## src/rtl/demo_launch_ctrl_pkg.sv

```systemverilog
// rtl/demo_launch_ctrl_pkg.sv - shared state and mode encodings for the demo launch controller
//
// Contents:
//   chan_state_t   per-channel handshake FSM states (ST_DELAY is only reachable
//                  when DEMO_LAUNCH_STAGGER_EN is defined)
//   MODE_READ/WRITE  ch_mode encodings
package demo_launch_ctrl_pkg;

    typedef enum logic [2:0] {
        ST_IDLE      = 3'd0,
        ST_LAUNCH    = 3'd1,
        ST_WAIT_BUSY = 3'd2,
        ST_WAIT_DONE = 3'd3,
        ST_DELAY     = 3'd4
    } chan_state_t;

    localparam logic MODE_READ  = 1'b0;
    localparam logic MODE_WRITE = 1'b1;

endpackage

```

## src/rtl/demo_launch_ctrl_if.sv

```systemverilog
// rtl/demo_launch_ctrl_if.sv - launch handshake bundle between controller and demo masters
//
// Signals (one bit per channel):
//   ch_start  controller -> master  one-cycle launch pulse
//   ch_mode   controller -> master  0 read / 1 write, stable for the whole burst
//   ch_ready  master -> controller  1 = master idle
// Modports: master (controller side), slave (demo_master side).
interface demo_launch_ctrl_if #(
    parameter int NUM_CH = 2
);
    logic [NUM_CH-1:0] ch_start;
    logic [NUM_CH-1:0] ch_mode;
    logic [NUM_CH-1:0] ch_ready;

    modport master (output ch_start, output ch_mode, input ch_ready);
    modport slave  (input ch_start, input ch_mode, output ch_ready);
endinterface

```

## src/rtl/demo_launch_ctrl_chan.sv

```systemverilog
// rtl/demo_launch_ctrl_chan.sv - one channel: launch FSM, remaining-burst counter, done counter, overrun flag
//
// Ports:
//   clk, rstn        clock, synchronous active-low reset
//   press            one-cycle debounced button press
//   en, mode_in      channel enable and mode, sampled on press
//   burst_len        transactions per press (0 treated as 1)
//   ready            demo_master idle
//   start            launch pulse (high in LAUNCH while ready)
//   mode             latched mode
//   busy             FSM not in IDLE
//   done_cnt         completed transactions, wraps
//   overrun          sticky, press seen while busy and enabled
// Config: DEMO_LAUNCH_STAGGER_EN adds DELAY_CYCLES of wait before LAUNCH.
module demo_launch_ctrl_chan
    import demo_launch_ctrl_pkg::*;
#(
    parameter int BURST_W      = 4,
    parameter int CNT_WIDTH    = 8
`ifdef DEMO_LAUNCH_STAGGER_EN
    ,
    parameter int DELAY_CYCLES = 0
`endif
) (
    input  logic                 clk,
    input  logic                 rstn,
    input  logic                 press,
    input  logic                 en,
    input  logic                 mode_in,
    input  logic [BURST_W-1:0]   burst_len,
    input  logic                 ready,
    output logic                 start,
    output logic                 mode,
    output logic                 busy,
    output logic [CNT_WIDTH-1:0] done_cnt,
    output logic                 overrun
);

    chan_state_t        state;
    logic [BURST_W-1:0] rem;

`ifdef DEMO_LAUNCH_STAGGER_EN
    localparam int DLY_W = (DELAY_CYCLES > 1) ? $clog2(DELAY_CYCLES + 1) : 1;
    logic [DLY_W-1:0] dly;
`endif

    always_ff @(posedge clk) begin
        if (!rstn) begin
            state    <= ST_IDLE;
            rem      <= '0;
            mode     <= MODE_READ;
            done_cnt <= '0;
            overrun  <= 1'b0;
`ifdef DEMO_LAUNCH_STAGGER_EN
            dly      <= '0;
`endif
        end else begin
            if (press && en && (state != ST_IDLE))
                overrun <= 1'b1;

            case (state)
                ST_IDLE: begin
                    if (press && en) begin
                        mode <= mode_in;
                        rem  <= (burst_len == '0) ? BURST_W'(1) : burst_len;
`ifdef DEMO_LAUNCH_STAGGER_EN
                        if (DELAY_CYCLES == 0) begin
                            state <= ST_LAUNCH;
                        end else begin
                            dly   <= DLY_W'(DELAY_CYCLES);
                            state <= ST_DELAY;
                        end
`else
                        state <= ST_LAUNCH;
`endif
                    end
                end
`ifdef DEMO_LAUNCH_STAGGER_EN
                // dly counts the cycles spent here; leave when the last one is used
                ST_DELAY: begin
                    dly <= dly - 1'b1;
                    if (dly <= DLY_W'(1))
                        state <= ST_LAUNCH;
                end
`endif
                ST_LAUNCH: begin
                    if (ready)
                        state <= ST_WAIT_BUSY;
                end
                // master needs a cycle to drop ready after the pulse
                ST_WAIT_BUSY: begin
                    if (!ready)
                        state <= ST_WAIT_DONE;
                end
                ST_WAIT_DONE: begin
                    if (ready) begin
                        done_cnt <= done_cnt + 1'b1;
                        rem      <= rem - 1'b1;
                        state    <= (rem == BURST_W'(1)) ? ST_IDLE : ST_LAUNCH;
                    end
                end
                default: state <= ST_IDLE;
            endcase
        end
    end

    // pulse is tied to the LAUNCH cycle in which the master is seen ready
    assign start = (state == ST_LAUNCH) && ready;
    assign busy  = (state != ST_IDLE);

endmodule

```

## src/rtl/demo_launch_ctrl.sv

```systemverilog
// rtl/demo_launch_ctrl.sv - button sync/debounce and per-channel burst launch for the demo masters
//
// Ports:
//   clk, rstn     clock, synchronous active-low reset
//   start_n       raw active-low push button (asynchronous)
//   ch_en         channel enables, sampled on press
//   ch_mode_in    per-channel mode (0 read / 1 write), sampled on press
//   burst_len     transactions per press per channel, 0 treated as 1
//   ch_busy       channel FSM not IDLE
//   done_cnt      completed transactions, channel i at [i*CNT_WIDTH +: CNT_WIDTH]
//   overrun       sticky per channel: press while enabled channel busy
//   all_idle      every channel FSM in IDLE
//   bus           demo_launch_ctrl_if.master: ch_start, ch_mode out, ch_ready in
// Config macro: DEMO_LAUNCH_STAGGER_EN - channel i waits i*STAGGER_CYCLES after a press before LAUNCH.
module demo_launch_ctrl
    import demo_launch_ctrl_pkg::*;
#(
    parameter int NUM_CH          = 2,
    parameter int DEBOUNCE_CYCLES = 16,
    parameter int BURST_W         = 4,
    parameter int CNT_WIDTH       = 8,
    parameter int STAGGER_CYCLES  = 4
) (
    input  logic                        clk,
    input  logic                        rstn,
    input  logic                        start_n,
    input  logic [NUM_CH-1:0]           ch_en,
    input  logic [NUM_CH-1:0]           ch_mode_in,
    input  logic [BURST_W-1:0]          burst_len,
    output logic [NUM_CH-1:0]           ch_busy,
    output logic [NUM_CH*CNT_WIDTH-1:0] done_cnt,
    output logic [NUM_CH-1:0]           overrun,
    output logic                        all_idle,
    demo_launch_ctrl_if.master          bus
);

    localparam int DBW = $clog2(DEBOUNCE_CYCLES + 1);

    logic           sync1, sync2;
    logic           deb, deb_d;
    logic [DBW-1:0] db_cnt;
    logic           press;

    logic [NUM_CH-1:0] chan_start;
    logic [NUM_CH-1:0] chan_mode;

    // Button levels reset to released so no press is seen coming out of reset.
    always_ff @(posedge clk) begin
        if (!rstn) begin
            sync1  <= 1'b1;
            sync2  <= 1'b1;
            deb    <= 1'b1;
            deb_d  <= 1'b1;
            db_cnt <= '0;
            press  <= 1'b0;
        end else begin
            sync1 <= start_n;
            sync2 <= sync1;
            deb_d <= deb;
            press <= deb_d & ~deb;
            // any cycle agreeing with the debounced level restarts the count
            if (sync2 == deb) begin
                db_cnt <= '0;
            end else if (db_cnt == DBW'(DEBOUNCE_CYCLES - 1)) begin
                deb    <= sync2;
                db_cnt <= '0;
            end else begin
                db_cnt <= db_cnt + 1'b1;
            end
        end
    end

    for (genvar i = 0; i < NUM_CH; i++) begin : g_chan
        demo_launch_ctrl_chan #(
            .BURST_W      (BURST_W),
            .CNT_WIDTH    (CNT_WIDTH)
`ifdef DEMO_LAUNCH_STAGGER_EN
            ,
            .DELAY_CYCLES (i * STAGGER_CYCLES)
`endif
        ) u_chan (
            .clk       (clk),
            .rstn      (rstn),
            .press     (press),
            .en        (ch_en[i]),
            .mode_in   (ch_mode_in[i]),
            .burst_len (burst_len),
            .ready     (bus.ch_ready[i]),
            .start     (chan_start[i]),
            .mode      (chan_mode[i]),
            .busy      (ch_busy[i]),
            .done_cnt  (done_cnt[i*CNT_WIDTH +: CNT_WIDTH]),
            .overrun   (overrun[i])
        );
    end

    assign bus.ch_start = chan_start;
    assign bus.ch_mode  = chan_mode;
    assign all_idle     = ~|ch_busy;

endmodule

```

## src/flat_wrapper.sv

```systemverilog
// flat-port wrapper written by rule: the top's interface ports become plain ports
module demo_launch_ctrl_flat import demo_launch_ctrl_pkg::*;
#(
    parameter int NUM_CH          = 2,
    parameter int DEBOUNCE_CYCLES = 16,
    parameter int BURST_W         = 4,
    parameter int CNT_WIDTH       = 8,
    parameter int STAGGER_CYCLES  = 4
)
  (clk, rstn, start_n, ch_en, ch_mode_in, burst_len, ch_busy, done_cnt, overrun, all_idle, bus_ch_start, bus_ch_mode, bus_ch_ready);
  demo_launch_ctrl_if #(.NUM_CH(NUM_CH)) bus_i ();
  input  logic clk;
  input  logic rstn;
  input  logic start_n;
  input  logic [NUM_CH-1:0] ch_en;
  input  logic [NUM_CH-1:0] ch_mode_in;
  input  logic [BURST_W-1:0] burst_len;
  output logic [NUM_CH-1:0] ch_busy;
  output logic [NUM_CH*CNT_WIDTH-1:0] done_cnt;
  output logic [NUM_CH-1:0] overrun;
  output logic all_idle;
  output wire logic [$bits(bus_i.ch_start)-1:0] bus_ch_start;
  output wire logic [$bits(bus_i.ch_mode)-1:0] bus_ch_mode;
  input wire logic [$bits(bus_i.ch_ready)-1:0] bus_ch_ready;
  assign bus_ch_start = bus_i.ch_start;
  assign bus_ch_mode = bus_i.ch_mode;
  assign bus_i.ch_ready = bus_ch_ready;
  demo_launch_ctrl #(.NUM_CH(NUM_CH), .DEBOUNCE_CYCLES(DEBOUNCE_CYCLES), .BURST_W(BURST_W), .CNT_WIDTH(CNT_WIDTH), .STAGGER_CYCLES(STAGGER_CYCLES)) u_core (.clk(clk), .rstn(rstn), .start_n(start_n), .ch_en(ch_en), .ch_mode_in(ch_mode_in), .burst_len(burst_len), .ch_busy(ch_busy), .done_cnt(done_cnt), .overrun(overrun), .all_idle(all_idle), .bus(bus_i));
endmodule
```

## config.mk

```make
export PLATFORM = sky130hd
export DESIGN_NAME = demo_launch_ctrl_flat
export DESIGN_NICKNAME = d
export VERILOG_FILES = /design/src/rtl/demo_launch_ctrl_pkg.sv /design/src/rtl/demo_launch_ctrl_if.sv /design/src/rtl/demo_launch_ctrl_chan.sv /design/src/rtl/demo_launch_ctrl.sv /design/src/flat_wrapper.sv
export SDC_FILE = /design/constraint.sdc
export NUM_CORES = 1
export LEC_CHECK = 0
export BUFFER_PORTS_ARGS = -buffer_cell sky130_fd_sc_hd__buf_2
export CAP_MARGIN = 40
export CORE_MARGIN = 1.5
export CORE_UTILIZATION = 35
export CTS_BUF_LIST = sky130_fd_sc_hd__clkbuf_2
export DETAILED_ROUTE_END_ITERATION = 10
export PLACE_DENSITY = 0.53
export RECOVER_POWER = 50
export REMOVE_ABC_BUFFERS = 1
export SLEW_MARGIN = 10
export SYNTH_ARGS = -nofsm -noshare
export SYNTH_HDL_FRONTEND = slang
export SYNTH_HIERARCHICAL = 1
export SYNTH_SLANG_ARGS = --single-unit
```

## constraint.sdc

```tcl
create_clock -name clk -period 3 [get_ports clk]
set_input_delay 0.6 -clock clk [delete_from_list [all_inputs] [get_ports clk]]
set_output_delay 0.6 -clock clk [all_outputs]
set_load 0.02 [all_outputs]
```

Word-level counts from Yosys, hierarchy flattened. Cells that the tools add are included.

Add/subtract/negate cells: 5. Eq/ne operators: 18. Multiplexer cells: 19. Bitwise gates (word level): 4. Reduce and logical (&&, ||, !) cells: 25.

Operators with widths (number): 2-to-1 mux 3 bit (8); one-hot mux 3 bit (4 select lines) (2); 2-to-1 mux 4 bit (5); adder 8 x 1 -> 8 bit, second input constant (2); != test 2 bit, second input constant (8); one-hot mux 4 bit (2 select lines) (2); == test 3 x 2 -> 1 bit, second input constant (4); AND reduction 2 bit (5); == test 4 x 1 -> 1 bit, second input constant (2); AND reduction 4 bit (2); subtractor 4 x 1 -> 4 bit, second input constant (2); == test 3 x 1 -> 1 bit, second input constant (2); logical AND 1 bit (6); logical NOT 3 bit (2); AND reduction 3 bit (2); nonzero test 3 bit (2); adder 5 x 1 -> 5 bit, second input constant (1); == test 5 x 4 -> 1 bit, second input constant (1); logical NOT 4 bit (1); nonzero test 2 bit (2); inverter 1 bit (3); OR reduction 3 bit (1); 2-to-1 mux 1 bit (2); OR reduction 2 bit (1); other kinds (3) (3).

Register bits: 44. Input port bits: 13. Word-level logic and storage cells: 87.

Depth between registers and ports, before layout.
Word-level depth: 4. Depth in mapped cells: 5. Gate-level depth less buffers: 5.

Cells and area by module. Netlist, hierarchy kept.

Modules (own cells, without submodules): demo_launch_ctrl_chan (times used 2, cells each 102, area an instance 893.4 um^2); demo_launch_ctrl (times used 1, cells each 33, area an instance 344.1 um^2).

Least setup slack after synthesis. Ideal clock, no wire load.

Path type: register to output. Start: register u_core.g_chan[1].u_chan.state[0]. End: output port all_idle. Data arrival time: 1.074 ns. Required time: 2.400 ns. Setup slack: 1.326 ns. Stages on the path, launching flop included: 5. Path buffers: 0. Cells stage by stage: dfxtp_1 -> inv_1 -> ha_1 -> inv_1 -> nor2_1.

Word-level cells in the longest chain between the ends: 3.

Ends and longest elaborated chain: start: declaration (RTL line demo_launch_ctrl_chan.sv:39) `chan_state_t state;`; start signal: assignment (RTL line demo_launch_ctrl_chan.sv:99) `state <= (rem == BURST_W'(1)) ? ST_IDLE : ST_LAUNCH;`; nonzero test 3 bit (RTL line demo_launch_ctrl_chan.sv:109) `assign busy = (state != ST_IDLE);`; via ch_busy[1] (RTL line flat_wrapper.sv:18) `output logic [NUM_CH-1:0] ch_busy;`; OR reduction 2 bit (RTL line demo_launch_ctrl.sv:99) `assign all_idle = ~|ch_busy;`; logical NOT 1 bit (RTL line demo_launch_ctrl.sv:99); end: declaration (RTL line flat_wrapper.sv:21) `output logic all_idle;`.

The timed path passes the listed nets, and every way through them passes these cells.

Worst setup path after layout.
Start: register u_core.g_chan[1].u_chan.state[0]. End: output port all_idle.

Word-level cells in the longest chain between the ends: 3.

Ends and longest elaborated chain (RTL line): nonzero test 3 bit (demo_launch_ctrl_chan.sv:109); OR reduction 2 bit (demo_launch_ctrl.sv:99); logical NOT 1 bit (demo_launch_ctrl.sv:99).

No other way between the ends.

==> run_results.csv <==
group,metric,value,unit
cells_and_area,utilization,41.5,%
clocking,clock_sinks,42,
routing,drt_pass1_iterations,4,
timing,min_period,2.09,ns
logic_synthesis,syn-cell-area,0.00213,sq mm
logic_synthesis,avgSynthCellArea,8.99,sq um
timing,finalHoldViolations,0,
logic_synthesis,synth_top_area_share,39.5,%
floorplanning,die_y,81.0,um
floorplanning,die_area,0.00657,sq mm
job,maxCapViolations,0,
routing,drt-wirelength-per-cell,12.2,um
timing,fin_skew,0.0124,ns
timing,setup_tns,0,ns
placed_design,portBuffers,37,
logic_synthesis,synth_top_area_cell,"dfxtp_1",
clocking,htreeDepth,2,
logic_synthesis,synth.distinct_cells,38,
grt,grt_first_pass_wirelength,7.39,mm
placed_design,dp_hpwl,3.19,mm
clocking,numCtsBuffers,5,
clocking,worstSkewPairLatency,0.40,ns
critical_path,critPathArrivalTime,1.49,ns
critical_path,cp-end-kind,"output port",
timing,drv_slew,0,
logic_synthesis,synth.area.top_cells,"dfxtp_1, ha_1, mux2i_1, inv_1, nor2_1",
clocking,postCtsSetupBuffers,0,
logic_synthesis,synth_common_cells,"dfxtp_1, inv_1, nor2_1",
timing,tightestPinTransition,0.963,ns
grt,grt_max_degree,22,
floorplanning,rows,28,
cells_and_area,num-fill-cells,623,
cells_and_area,ff_latch_area,841,sq um
cells_and_area,syn_to_final_growth,14.5,%
floorplanning,ios,38,
clocking,clockBufferDepth,2,
clocking,clk_pin_slew,0.24,ns
floorplanning,initial_utilization,36.2,%
logic_synthesis,ys.flop_type,"dfxtp_1",
logic_synthesis,synth_edf_count,0,
cells_and_area,multiInputGateArea,0.00118,sq mm
timing,max_slew_margin,35.3,%
timing,final_min_period_over_clock_period,69.8,%
routing,drt-total-wl,4.31,mm
timing,fin_ws,0.906,ns
grt,first_global_vias,1659,
critical_path,crit_path_start_kind,"flip-flop",
placed_design,globalplace.congestion,0.824,
status,status,"completed",
cells_and_area,num-nets-final,306,
routing,viasPerCell,5.14,
logic_synthesis,yosysWarnings,6,
critical_path,critPathMaxFanout,5,
critical_path,crit_required,2.40,ns
clocking,holdBufCountCts,0,
clocking,cts_tree,"yes",
cells_and_area,layout-drive-gt1-share,14.4,%
floorplanning,coreArea,0.00589,sq mm
floorplanning,die_w,81.0,um
placed_design,dpl_worst_slack,1.04,ns
clocking,cts_resized,0,
timing,rsz0062_at_grt,"no",
power_and_ir_drop,cellPowerDensity,384,mW/mm^2
routing,vias,1816,
timing,max_freq,477,MHz
grt,grt_usage,14.6,%
hold_path,hold_path_class,"in2reg",
routing,drt_iter0_drc,50,
grt,antenna_found_initial,0,
logic_synthesis,yosysMostFrequentCell,"dfxtp_1",
routing,drc_errors,0,
clocking,root_buffer,"clkbuf_2",
timing,setup_violations,0,
routing,antenna_left,0,
cells_and_area,antennaDiodeCount,0,
logic_synthesis,yosysSeqAreaShare,39.5,%
power_and_ir_drop,vdd_ir_drop_max,0.230,mV
logic_synthesis,async_reset_ff_share,0,%
logic_synthesis,postSynthRegisterBits,42,
critical_path,crit_type,"reg2out",
logic_synthesis,synthCells,237,
power_and_ir_drop,p_total,0.000937,W
power_and_ir_drop,p_leak,0.957,nW
grt,grt_overflow_total,0,
==> state kept, by name (all words and copies together), names as in the netlist <==
register and count:
u_core/g_chan.u_chan/state 4, u_core/press 1, u_core/deb 1, u_core/deb_d 1, u_core/db_cnt 5, u_core/sync1 1
u_core/g_chan.u_chan/overrun 2, u_core/g_chan.u_chan/mode 2, u_core/g_chan.u_chan/rem 8, u_core/sync2 1, u_core/g_chan.u_chan/done_cnt 16
==> placed cells by master, fill, tap and decap left out, types with 5 or more instances in the layout <==
master / n
clkbuf_2: 5
nand3_1: 9
ha_1: 16
o21ai_0: 8
inv_1: 23
a21oi_1: 12
nand2_1: 13
buf_2: 25
dfxtp_1: 42
clkbuf_1: 12
or3_1: 10
mux2i_1: 9
nand2b_1: 7
nor2_1: 19
==> path summary, 6_finish.rpt <==
kind / start / endpoint / slack, ns / cells past startpoint
max: u_core/g_chan[1].u_chan/state[0]$_SDFFE_PN0P_ / all_idle / 0.91 / 5
min: start_n / u_core/sync1$_SDFF_PN1_ / 0.35 / 2
max reg2reg: u_core/g_chan[0].u_chan/state[0]$_SDFFE_PN0P_ / u_core/g_chan[0].u_chan/rem[0]$_SDFFE_PN0P_ / 0.96 / 5
min reg2reg: u_core/deb_d$_SDFF_PN1_ / u_core/press$_SDFF_PN0_ / 0.43 / 2
==> worst max-delay path, stage by stage (launching register included) <==
cell	delay [ns]
dfxtp_1	0.38
inv_1	0.12
ha_1	0.24
inv_1	0.10
nor2_1	0.10
buf_2	0.17
==> per-stage QoR <==
step,hold WS [ns],cell area (sq um),cells
after CTS,0.317,2460,353
after global placement,0.388,2390,345
after floorplan,0.386,2110,233
after detailed placement,0.402,2390,345
after global routing,0.303,2440,353
final,0.355,2440,353
==> kinds of logic (layout without fill, tap and decap cells) <==
kind of cell,Yosys count,in the layout,share of synthesized area [%]
buf+inv,27,68,4.87
xor+xnor,7,7,2.88
mux,9,9,4.23
simple gates,82,82,20.3
flops,42,42,39.5
fa+ha+maj,16,16,9.40
compound gates,54,54,18.9
==> area by class of cell <==
cell class	instances	share of cell area, %
clock inverter	3	1.85
multi-input combinational	168	48.3
sequential	42	34.5
inverter	23	3.54
clock buffer	5	1.03
tap	75	3.85
timing repair buffer	37	6.97
==> power breakdown <==
group,switching (W),internal (W)
Combinational,0.0000233,0.0000118
Clock,0.000200,0.000140
Sequential,0.000000880,0.000561
Total,0.000224,0.000713
==> layer usage <==
layer | up-vias | share of wire (%) | GRT usage (%)
met5 | - | 0 | 0
li1 | 931 | - | -
met4 | 0 | 1.9 | 5.86
met1 | 840 | 50 | 18.9
met3 | 6 | 4.7 | 3.37
met2 | 39 | 44 | 23.3
No activity file was read; power rests on OpenSTA's default activity.
